[src/rtl/result_link_arbiter.sv]
// Round-robin arbiter that serialises fixed-length frames from several
// decoder controllers onto one byte link, prefixing each with a source tag.
module result_link_arbiter #(
  parameter int          NUM_SOURCES = 4,
  parameter int          FRAME_BYTES = 27,
  parameter logic [7:0]  TAG_BASE    = 8'hA0
) (
  input  logic                     clk,
  input  logic                     reset,
  input  logic [NUM_SOURCES*8-1:0] src_data,
  input  logic [NUM_SOURCES-1:0]   src_valid,
  output logic [NUM_SOURCES-1:0]   src_ready,
  output logic [7:0]               out_data,
  output logic                     out_valid,
  input  logic                     out_ready,
  output logic                     busy,
  output logic [15:0]              frames_sent
);

  localparam int GW = $clog2(NUM_SOURCES);
  localparam int CW = $clog2(FRAME_BYTES + 1);
  localparam logic [GW:0]   NS   = (GW+1)'(NUM_SOURCES);
  localparam logic [CW-1:0] LAST = CW'(FRAME_BYTES - 1);

  typedef enum logic [1:0] {
    IDLE,
    TAG,
    PAYLOAD
  } state_t;

  state_t          state;
  logic [GW-1:0]   grant;
  logic [GW-1:0]   last_grant;
  logic [GW-1:0]   pick;
  logic            found;
  logic [GW:0]     idx;
  logic [CW-1:0]   byte_count;
  logic [15:0]     frames_q;

  // Search starts one past the previous winner and wraps around.
  always_comb begin
    pick  = '0;
    found = 1'b0;
    idx   = '0;
    for (int k = 0; k < NUM_SOURCES; k++) begin
      idx = {1'b0, last_grant} + (GW+1)'(k + 1);
      if (idx >= NS)
        idx = idx - NS;
      if (!found && src_valid[idx[GW-1:0]]) begin
        found = 1'b1;
        pick  = idx[GW-1:0];
      end
    end
  end

  // Link side is combinational from state; reset forces it quiet at once.
  always_comb begin
    out_valid = 1'b0;
    out_data  = '0;
    src_ready = '0;
    if (!reset) begin
      case (state)
        TAG: begin
          out_valid = 1'b1;
          out_data  = TAG_BASE + 8'(grant);
        end
        PAYLOAD: begin
          out_valid        = src_valid[grant];
          out_data         = src_data[{grant, 3'b000} +: 8];
          src_ready[grant] = out_ready;
        end
        default: ;
      endcase
    end
  end

  assign busy        = !reset && (state != IDLE);
  assign frames_sent = frames_q;

  always_ff @(posedge clk) begin
    if (reset) begin
      state      <= IDLE;
      byte_count <= '0;
      grant      <= '0;
      last_grant <= GW'(NUM_SOURCES - 1);
      frames_q   <= '0;
    end else begin
      case (state)
        IDLE: begin
          if (found) begin
            grant <= pick;
            state <= TAG;
          end
        end
        TAG: begin
          if (out_ready) begin
            state      <= PAYLOAD;
            byte_count <= '0;
          end
        end
        PAYLOAD: begin
          if (src_valid[grant] && out_ready) begin
            byte_count <= byte_count + 1'b1;
            if (byte_count == LAST) begin
              state      <= IDLE;
              last_grant <= grant;
              frames_q   <= frames_q + 16'd1;
            end
          end
        end
        default: state <= IDLE;
      endcase
    end
  end

endmodule

[config.mk]
export PLATFORM = sky130hd
export DESIGN_NAME = result_link_arbiter
export DESIGN_NICKNAME = d
export VERILOG_FILES = /design/src/rtl/result_link_arbiter.sv
export SDC_FILE = /design/constraint.sdc
export NUM_CORES = 1
export LEC_CHECK = 0
export CORE_MARGIN = 2
export CORE_UTILIZATION = 40
export DETAILED_ROUTE_END_ITERATION = 8
export PLACE_DENSITY = 0.77
export SYNTH_ARGS = -nofsm -noshare
export SYNTH_HDL_FRONTEND = slang
export SYNTH_SLANG_ARGS = --single-unit
[constraint.sdc]
create_clock -name clk -period 2 [get_ports clk]
set_clock_uncertainty 0.15 [all_clocks]
set_input_delay 0.4 -clock clk [delete_from_list [all_inputs] [get_ports clk]]
set_output_delay 0.4 -clock clk [all_outputs]
set_load 0.02 [all_outputs]
; Yosys cells after proc, flatten, opt, wreduce, memory -nomap -nowiden
; Cells that the tools add are included.
[op_classes]
add_sub_neg = 11
magnitude_cmp = 10
n_eq_ne = 7
n_shift = 1
n_mux = 38
n_bitwise = 1
reduce_logical = 17
[op_table]
columns = cell, n
row1 = $shiftx 32x6->8, 1
row2 = $mux 2, 12
row3 = $add 16x1->16 const B, 1
row4 = $pmux 8 s2, 1
row5 = $lt 2x3->1 const B, 5
row6 = $ge 3x3->1 const B, 4
row7 = $mux 1, 11
row8 = $bmux 1 s2, 5
row9 = $mux 5, 2
row10 = $pmux 5 s2, 1
row11 = $add 8x2->8 const A, 1
row12 = $mux 4, 2
row13 = $mux 8, 1
row14 = $ne 2x2->1 const B, 4
row15 = $sub 2x1->2 const B, 4
row16 = $add 2x2->3 const B, 2
row17 = $logic_and 1x1->1, 6
row18 = $pmux 2 s3, 1
row19 = $reduce_and 3->1, 2
row20 = $add 5x1->5 const B, 1
row21 = $eq 5x5->1 const B, 1
row22 = $and 4x4->4, 1
row23 = $logic_not 1->1, 4
row24 = $reduce_and 4->1, 1
row25 = other kinds (10), 11
[word_totals]
ff_bits = 27
input_bits = 39
out_inout_bits = 30

; Depth between registers and ports, before layout
; Gate-level depths: netlist (run 1).
[depth]
ltp_word = 17
ltp_mapped = 8

; Worst setup path after synthesis (run 1)
; Ideal clock, no wire load.
[synth_timing]
kind = register to output
start = reg state[0]
end = out src_ready[0]
t_arrival_ns = 1.608
slack_ns = -0.158
stages_incl_launch_ff = 8
path_cell_list = dfxtp_1 -> inv_1 -> ha_1 -> clkbuf_1 -> inv_1 -> nor2_1 -> nand2_1 -> nor3_1
[synth_between]
elab_chain_len = 3
[synth_lines]
columns = item, line_no
row1 = start: declaration, 31  ; state_t state;
row2 = start signal: assignment, 82  ; state <= IDLE;
row3 = start signal: assignment, 92  ; state <= TAG;
row4 = start signal: assignment, 97  ; state <= PAYLOAD;
row5 = $eq 2x2->1, 62  ; case (state)
row6 = $mux 4, 62
row7 = $mux 4, 61  ; if (!reset) begin
row8 = end: declaration, 12  ; output logic [NUM_SOURCES-1:0] src_ready,
; Every way passes these cells.

; Worst setup path in the final report (run 1)
[layout_timing]
start = in src_data[25]
end = out out_data[1]
[layout_between]
elab_chain_len = 3
[layout_lines]
columns = item, line_no
row1 = start: declaration, 10  ; input logic [NUM_SOURCES*8-1:0] src_data,
row2 = $shiftx 32x6->8, 69  ; out_data = src_data[{grant, 3'b000} +: 8];
row3 = $pmux 8 s2, 62
row4 = $mux 8, 61
row5 = end: declaration, 13  ; output logic [7:0] out_data,
; Every way passes these cells.

==> results of run 1 <==
-- worst min-delay path, stage by stage (launching register included) --
cell	delay, ns
dfxtp_2	0.35
nand2_1	0.06
mux2i_1	0.06
-- Yosys cell counts, types with 4 or more instances --
| library cell | count |
|---|---|
| o21ai_0 | 15 |
| and3_1 | 5 |
| o22ai_1 | 4 |
| ha_1 | 7 |
| or3_1 | 12 |
| nand4_1 | 5 |
| mux4_2 | 9 |
| mux2i_1 | 4 |
| inv_1 | 12 |
| buf_2 | 6 |
| nor2_1 | 21 |
| dfxtp_1 | 27 |
| nor3_1 | 4 |
| nand3_1 | 7 |
| nand2_1 | 18 |
| clkbuf_1 | 6 |
| a21oi_1 | 19 |
-- stage by stage --
step	std cells	area [um2]	hold WS [ns]	total power [mW]	setup TNS [ns]
6_report	373	3170	0.352	2.28	-3.77
5_1_grt	373	3170	0.370	2.40	-5.80
4_1_cts	371	3000	0.352	2.13	-2.66
3_5_place_dp	355	2740	0.336	1.61	-15.97
3_3_place_gp	355	2740	0.319	1.59	-14.93
2_1_floorplan	218	1820	0.301	1.17	-0.317
-- per-layer routing --
metal / vias to the layer above / GRT usage (%) / part of all wire, %
li1: 1012 / - / -
met3: 16 / 3.52 / 4.6
met4: 0 / 7.13 / 2.7
met2: 65 / 40.3 / 53
met1: 1009 / 30.0 / 40
met5: - / 0 / 0
-- registers in the layout, indices dropped and copies added, names as in the netlist --
register,flops
frames_sent,16
byte_count,5
grant,2
state,2
last_grant,2
-- cell families after synthesis --
logic type	share of synthesized area, %
AO/OA/AOI/OAI	17.7
XOR/XNOR	0.968
adder cells (fa/ha/maj)	4.84
buffers and inverters	7.19
flip-flops	29.9
multiplexers	14.0
AND/OR/NAND/NOR	25.4
-- repair_timing --
| action | CTS | global route |
|---|---|---|
| setup buffers | 10 | 2 |
| gates resized for setup | 111 | 37 |
| gates cloned | 2 | 0 |
| endpoints found under the setup margin | 28 | 39 |
| pin swaps | 29 | 18 |
-- area by class of cell --
cell class                 instances  area share, %
inverter                          12           1.42
tap                               52           2.06
timing repair buffer             115           34.0
sequential                        27           17.3
clock inverter                     1          0.237
clock buffer                       3           1.30
multi-input combinational        163           43.7
-- worst paths after layout --
path,from,to,cells past startpoint
min reg2reg,state[1]$_SDFFE_PP0P_,state[1]$_SDFFE_PP0P_,2
max,src_data[25],out_data[1],5
max reg2reg,grant[0]$_SDFFE_PP0P_,frames_sent[10]$_SDFFE_PP0P_,8
min,state[1]$_SDFFE_PP0P_,state[1]$_SDFFE_PP0P_,2
-- layout by cell type (no fill, tap or decap), types with 3 or more instances in the layout --
cell | netlist | final
inv_1 | 12 | 10
a21oi_1 | 19 | 11
and3_4 | 0 | 4
mux2i_1 | 4 | 4
buf_4 | 0 | 41
nand4_1 | 5 | 5
and4_1 | 3 | 3
ha_1 | 7 | 5
clkdlybuf4s50_1 | 0 | 48
buf_6 | 2 | 14
mux4_2 | 9 | 9
or3_4 | 0 | 4
clkbuf_8 | 0 | 3
dlygate4sd2_1 | 0 | 6
buf_2 | 6 | 3
a21oi_2 | 0 | 8
nand2_1 | 18 | 16
or3_1 | 12 | 8
nand3_1 | 7 | 5
nor2_1 | 21 | 17
dfxtp_1 | 27 | 24
o22ai_1 | 4 | 4
o21ai_0 | 15 | 14
nand2b_1 | 3 | 3
-- power groups by stage --
stage	registers [mW]	clock network (mW)	logic (mW)
after floorplan	0.598	0	0.573
after global placement	0.601	0	0.985
after detailed placement	0.601	0	1.00
after CTS	0.613	0.333	1.19
after global routing	0.616	0.354	1.43
final	0.613	0.326	1.34
==> impl_metrics.tcl, run 1 <==
set metrics [dict create \
    status "complete, but fails checks" \
    violations "negative setup slack" \
    antennaDiodeCount 0 \
    hold_viol_final 0 \
    die_w_um 71.3 \
    grt_overflow 0 \
    io_buffer_count 68 \
    via_count 2102 \
    yosysTopAreaCell "dfxtp_1" \
    drt_pass1_iterations 4 \
    ios 69 \
    finalSetupViolations 34 \
    combPwrFrac_pct 58.9 \
    cp_data_arrival_time_ns 1.68 \
    hpwlAfterDp_um 4100 \
    clkSinkCount 27 \
    avgSynthCellArea_um2 8.30 \
    areaGrowthSynthToFinish_pct 74.8 \
    die_h_um 71.3 \
    antenna_found_initial 0 \
    clk_latency_ns 0.28 \
    h-tree-depth 1 \
    globalplace.congestion 0.821 \
    reg2reg_setup_slack_ns -0.21 \
    critPathBufInv 2 \
    yosys-top-cells-area "dfxtp_1 (30%), mux4_2 (11%), a21oi_1 (5.3%)" \
    path_max_fanout 1 \
    utilization_pct 72.7 \
    grt_pass1_wl_um 9460 \
    clockRootBuffer "clkbuf_8" \
    yosys_warnings 0 \
    drc 0 \
    track_usage_pct 23.3 \
    synthFlopType "dfxtp_1" \
    p_leak_nw 1.22 \
    layout_min_cycle_time_ns 2.23 \
    drtIter0Drc 116 \
    postSynth.asyncResetShare_pct 0 \
    p_sw_share_pct 37.0 \
    slew_viol_final 0 \
    cp.required_ns 1.45 \
    cts_made_buffers 3 \
    postRouteAntennaNets 0 \
    rows 24 \
    synthDistinctLibCells 42 \
    power_frac_clock_pct 14.3 \
    start_util_pct 41.6 \
    hp-class "reg -> reg" \
    core_um2 4350 \
    p_int_mw 1.44 \
    synth_area_um2 1810 \
    cts.path.max_buffers 2 \
    synth_nets 264 \
    avgRoutedWirePerCell_um 17.2 \
    clk_pin_slew_worst_paths_ns 0.10 \
    syn_inst 218 \
    dp_slack_ns -0.639 \
    regArea_um2 547 \
    cts_tree "built" \
    fin_nets 368 \
    rsz0062_at_grt "true" \
    viasPerCell 5.64 \
    grt_max_degree 17 \
    grt_pass1_vias 2023 \
    max_freq_mhz 448 \
    cts_hold_buf 0 \
    worst_path_dominant_cell_family "buffers and inverters" \
    multi_input_area_um2 1380 \
    end_kind "primary output" \
    period_share_pct 112 \
    seqPwrFrac_pct 26.8 \
    synth-edff-count 0 \
    synth-seq-cells 27 \
    synth_seq_area_share_pct 29.9 \
    synth.top_cell.area_share_pct 29.9 \
    drive_above_1_share_pct 37.4 \
    start_kind "input pin" \
    worstMarginPinSlew_ns 0.375 \
    critical-path-max-stage-delay_ns 0.48 \
    slew_headroom_pct 75.0 \
    die_area_um2 5080 \
    power.switching_mw 0.845 \
    irDropWorstVdd_uv 454 \
    cpMaxStageDelayCell "mux4_2" \
    wl_um 6410 \
    setup_slack_ns -0.232 \
    maxCapViolCount 0 \
    power_density_nw_per_um2 721 \
    path_cells "clkdlybuf4s50_1 > mux4_2 > a22oi_1 > nor2_1 > buf_4" \
    fill_cells 299 \
    worstSetupPathType "in -> out" \
]
Power figures use the tool's default switching activity.
==> run 2, diff against run 1 <==
--- a/config.mk
+++ b/config.mk
@@ -6,9 +6,9 @@
 export NUM_CORES = 1
 export LEC_CHECK = 0
 export CORE_MARGIN = 2
-export CORE_UTILIZATION = 40
+export CORE_UTILIZATION = 32
 export DETAILED_ROUTE_END_ITERATION = 8
-export PLACE_DENSITY = 0.77
+export MAX_ROUTING_LAYER = met4
 export SYNTH_ARGS = -nofsm -noshare
 export SYNTH_HDL_FRONTEND = slang
 export SYNTH_SLANG_ARGS = --single-unit
==> run 2 against run 1 <==
The flow still finishes with violations (negative setup slack). Cell count increased by 5.1%. Sequential power about the same. Die area increased by 24%. Non-clock buffer count decreased by 1. Routed wire length decreased by 7.4%. Critical path depth unchanged. Via count decreased by 4.6%. Flip-flop and latch count unchanged. Utilization decreased by 15 points. Setup slack improved by 0.030 ns. Clock power increased by 6%. Combinational power decreased by 4%. Largest cell class unchanged.
==> impl_metrics.tcl, run 2 (synthesis gave the netlist of run 1 again) <==
set metrics [dict create \
    h-tree-depth 1 \
    drt_pass1_iterations 4 \
    period_share_pct 110 \
    p_sw_share_pct 36.8 \
    reg2reg_setup_slack_ns -0.11 \
    combPwrFrac_pct 57.5 \
    io_buffer_count 68 \
    cts_tree "built" \
    finalSetupViolations 16 \
    cts.path.max_buffers 2 \
    violations "negative setup slack" \
    critPathBufInv 2 \
    start_kind "register" \
    hold_path_startpoint "frames_sent[15]$_SDFFE_PP0P_" \
    antenna_found_initial 0 \
    path_max_fanout 5 \
    globalplace.congestion 0.796 \
    end_kind "primary output" \
    layout_min_cycle_time_ns 2.20 \
    utilization_pct 57.4 \
    path_cells "buf_12 > mux4_2 > a21oi_2 > nor2_1 > buf_4" \
    die_area_um2 6280 \
    p_int_mw 1.42 \
    worstSetupPathType "reg -> out" \
    viasPerCell 5.11 \
    grt_max_degree 18 \
    rsz0062_at_grt "true" \
    whs_path_depth 2 \
    via_count 2005 \
    worstMarginPinSlew_ns 0.379 \
    max_freq_mhz 454 \
    areaGrowthSynthToFinish_pct 73.4 \
    hold_viol_final 0 \
    die_w_um 79.2 \
    drtIter0Drc 93 \
    setup_slack_ns -0.202 \
    start_util_pct 33.1 \
    cp.required_ns 1.45 \
    avgRoutedWirePerCell_um 15.1 \
    whs_endpoint "frames_sent[15]$_SDFFE_PP0P_" \
    clkSinkCount 27 \
    grt_overflow 0 \
    die_h_um 79.2 \
    track_usage_pct 19.2 \
    status "complete, but fails checks" \
    largest_reg_flops 16 \
    cpMaxStageDelayCell "mux4_2" \
    drive_above_1_share_pct 37.5 \
    power_density_nw_per_um2 717 \
    cp_data_arrival_time_ns 1.65 \
    hpwlAfterDp_um 4150 \
    irDropWorstVdd_uv 320 \
    worst_path_dominant_cell_family "multiplexers" \
    seqPwrFrac_pct 27.1 \
    grt_pass1_vias 1902 \
    layout_commonest_cell "clkdlybuf4s50_1" \
    core_um2 5470 \
    cts_made_buffers 3 \
    reg2reg_from "grant[0]$_SDFFE_PP0P_" \
    slew_viol_final 0 \
    cts_hold_buf 0 \
    slew_headroom_pct 74.7 \
    drc 0 \
    fin_nets 367 \
    power_frac_clock_pct 15.3 \
    multi_input_area_um2 1350 \
    p_leak_nw 1.18 \
    rows 27 \
    antennaDiodeCount 0 \
    regArea_um2 547 \
    worst-path-stages 5 \
    clk_latency_ns 0.28 \
    clockRootBuffer "clkbuf_8" \
    clk_pin_slew_worst_paths_ns 0.11 \
    postRouteAntennaNets 0 \
    fill_cells 523 \
    power.switching_mw 0.828 \
    wl_um 5930 \
    grt_pass1_wl_um 9290 \
    mostFrequentLayoutCells "clkdlybuf4s50_1 (48), buf_4 (41), dfxtp_1 (24), nand2_1 (17), nor2_1 (17)" \
    r2r_end "frames_sent[8]$_SDFFE_PP0P_" \
    rr_worst_depth 8 \
    critical-path-max-stage-delay_ns 0.50 \
    dp_slack_ns -0.649 \
    maxCapViolCount 0 \
    hp-class "reg -> reg" \
    ios 69 \
]
==> run 2: cell count changes in the layout (fill, tap and decap cells not counted), sizes merged <==
| cell | before | now |
|---|---|---|
| buf | 61 | 58 |
| clkbuf | 3 | 5 |
| clkinvlp | 1 | 0 |
| inv | 12 | 13 |
==> run 2: timing repair <==
item | 4_1_cts | 5_1_grt
gates cloned | 2 | 1
pin swaps | 11 | 31
gates resized for setup | 91 | 49
setup buffers | 4 | 3
endpoints found under the setup margin | 27 | 35
==> run 2: cell type report <==
type                    instances  area share [%]
clock buffers                   3            1.32
clock inverters                 1           0.279
inverters                      12            1.43
well taps                      72            2.87
repair buffers                114            33.6
multi-input cells             163            43.0
flip-flops and latches         27            17.4
==> run 2: through the flow <==
stage / area (um2) / instances / total power, mW / hold slack (ns) / setup TNS, ns
2_1_floorplan: 1820 / 218 / 1.17 / 0.301 / -0.317
3_3_place_gp: 2780 / 378 / 1.62 / 0.318 / -15.66
3_5_place_dp: 2780 / 378 / 1.62 / 0.325 / -16.26
4_1_cts: 2910 / 388 / 2.04 / 0.345 / -1.95
5_1_grt: 3140 / 392 / 2.40 / 0.366 / -3.40
6_report: 3140 / 392 / 2.25 / 0.341 / -1.98
==> run 2: power groups by stage <==
stage / Clock, mW / Sequential (mW) / Combinational [mW]
3_3_place_gp: 0 / 0.600 / 1.02
3_5_place_dp: 0 / 0.601 / 1.02
2_1_floorplan: 0 / 0.598 / 0.573
5_1_grt: 0.381 / 0.616 / 1.40
4_1_cts: 0.350 / 0.599 / 1.09
6_report: 0.345 / 0.611 / 1.29
==> run 2: per-layer routing <==
metal / vias to the layer above / routed length [um] / share of wire, % / track usage [%]
met3: 4 / 140 / 2.4 / 3.41
met4: 0 / 51 / 0.86 / 3.62
met2: 31 / 2980 / 50 / 31.5
li1: 1014 / - / - / -
met5: - / 0 / 0 / -
met1: 956 / 2760 / 47 / 25.2
==> run 2: worst min-delay path, cell delays in order, from the launching register on <==
cell and delay (ns):
dfxtp_1 0.34, o31ai_1 0.06, a21oi_1 0.05
==> run 2: how the worst max path moves through the flow <==
stage,from,endpoint,slack [ns]
final,grant[0]$_SDFFE_PP0P_,out_data[7],-0.20
after global routing,grant[0]$_SDFFE_PP0P_,out_valid,-0.26
after CTS,grant[0]$_SDFFE_PP0P_,out_data[5],-0.20
after detailed placement,src_valid[3],out_valid,-0.65
after global placement,src_valid[3],out_valid,-0.64
after floorplan,state[0]$_SDFFE_PP0P_,src_ready[0],-0.16
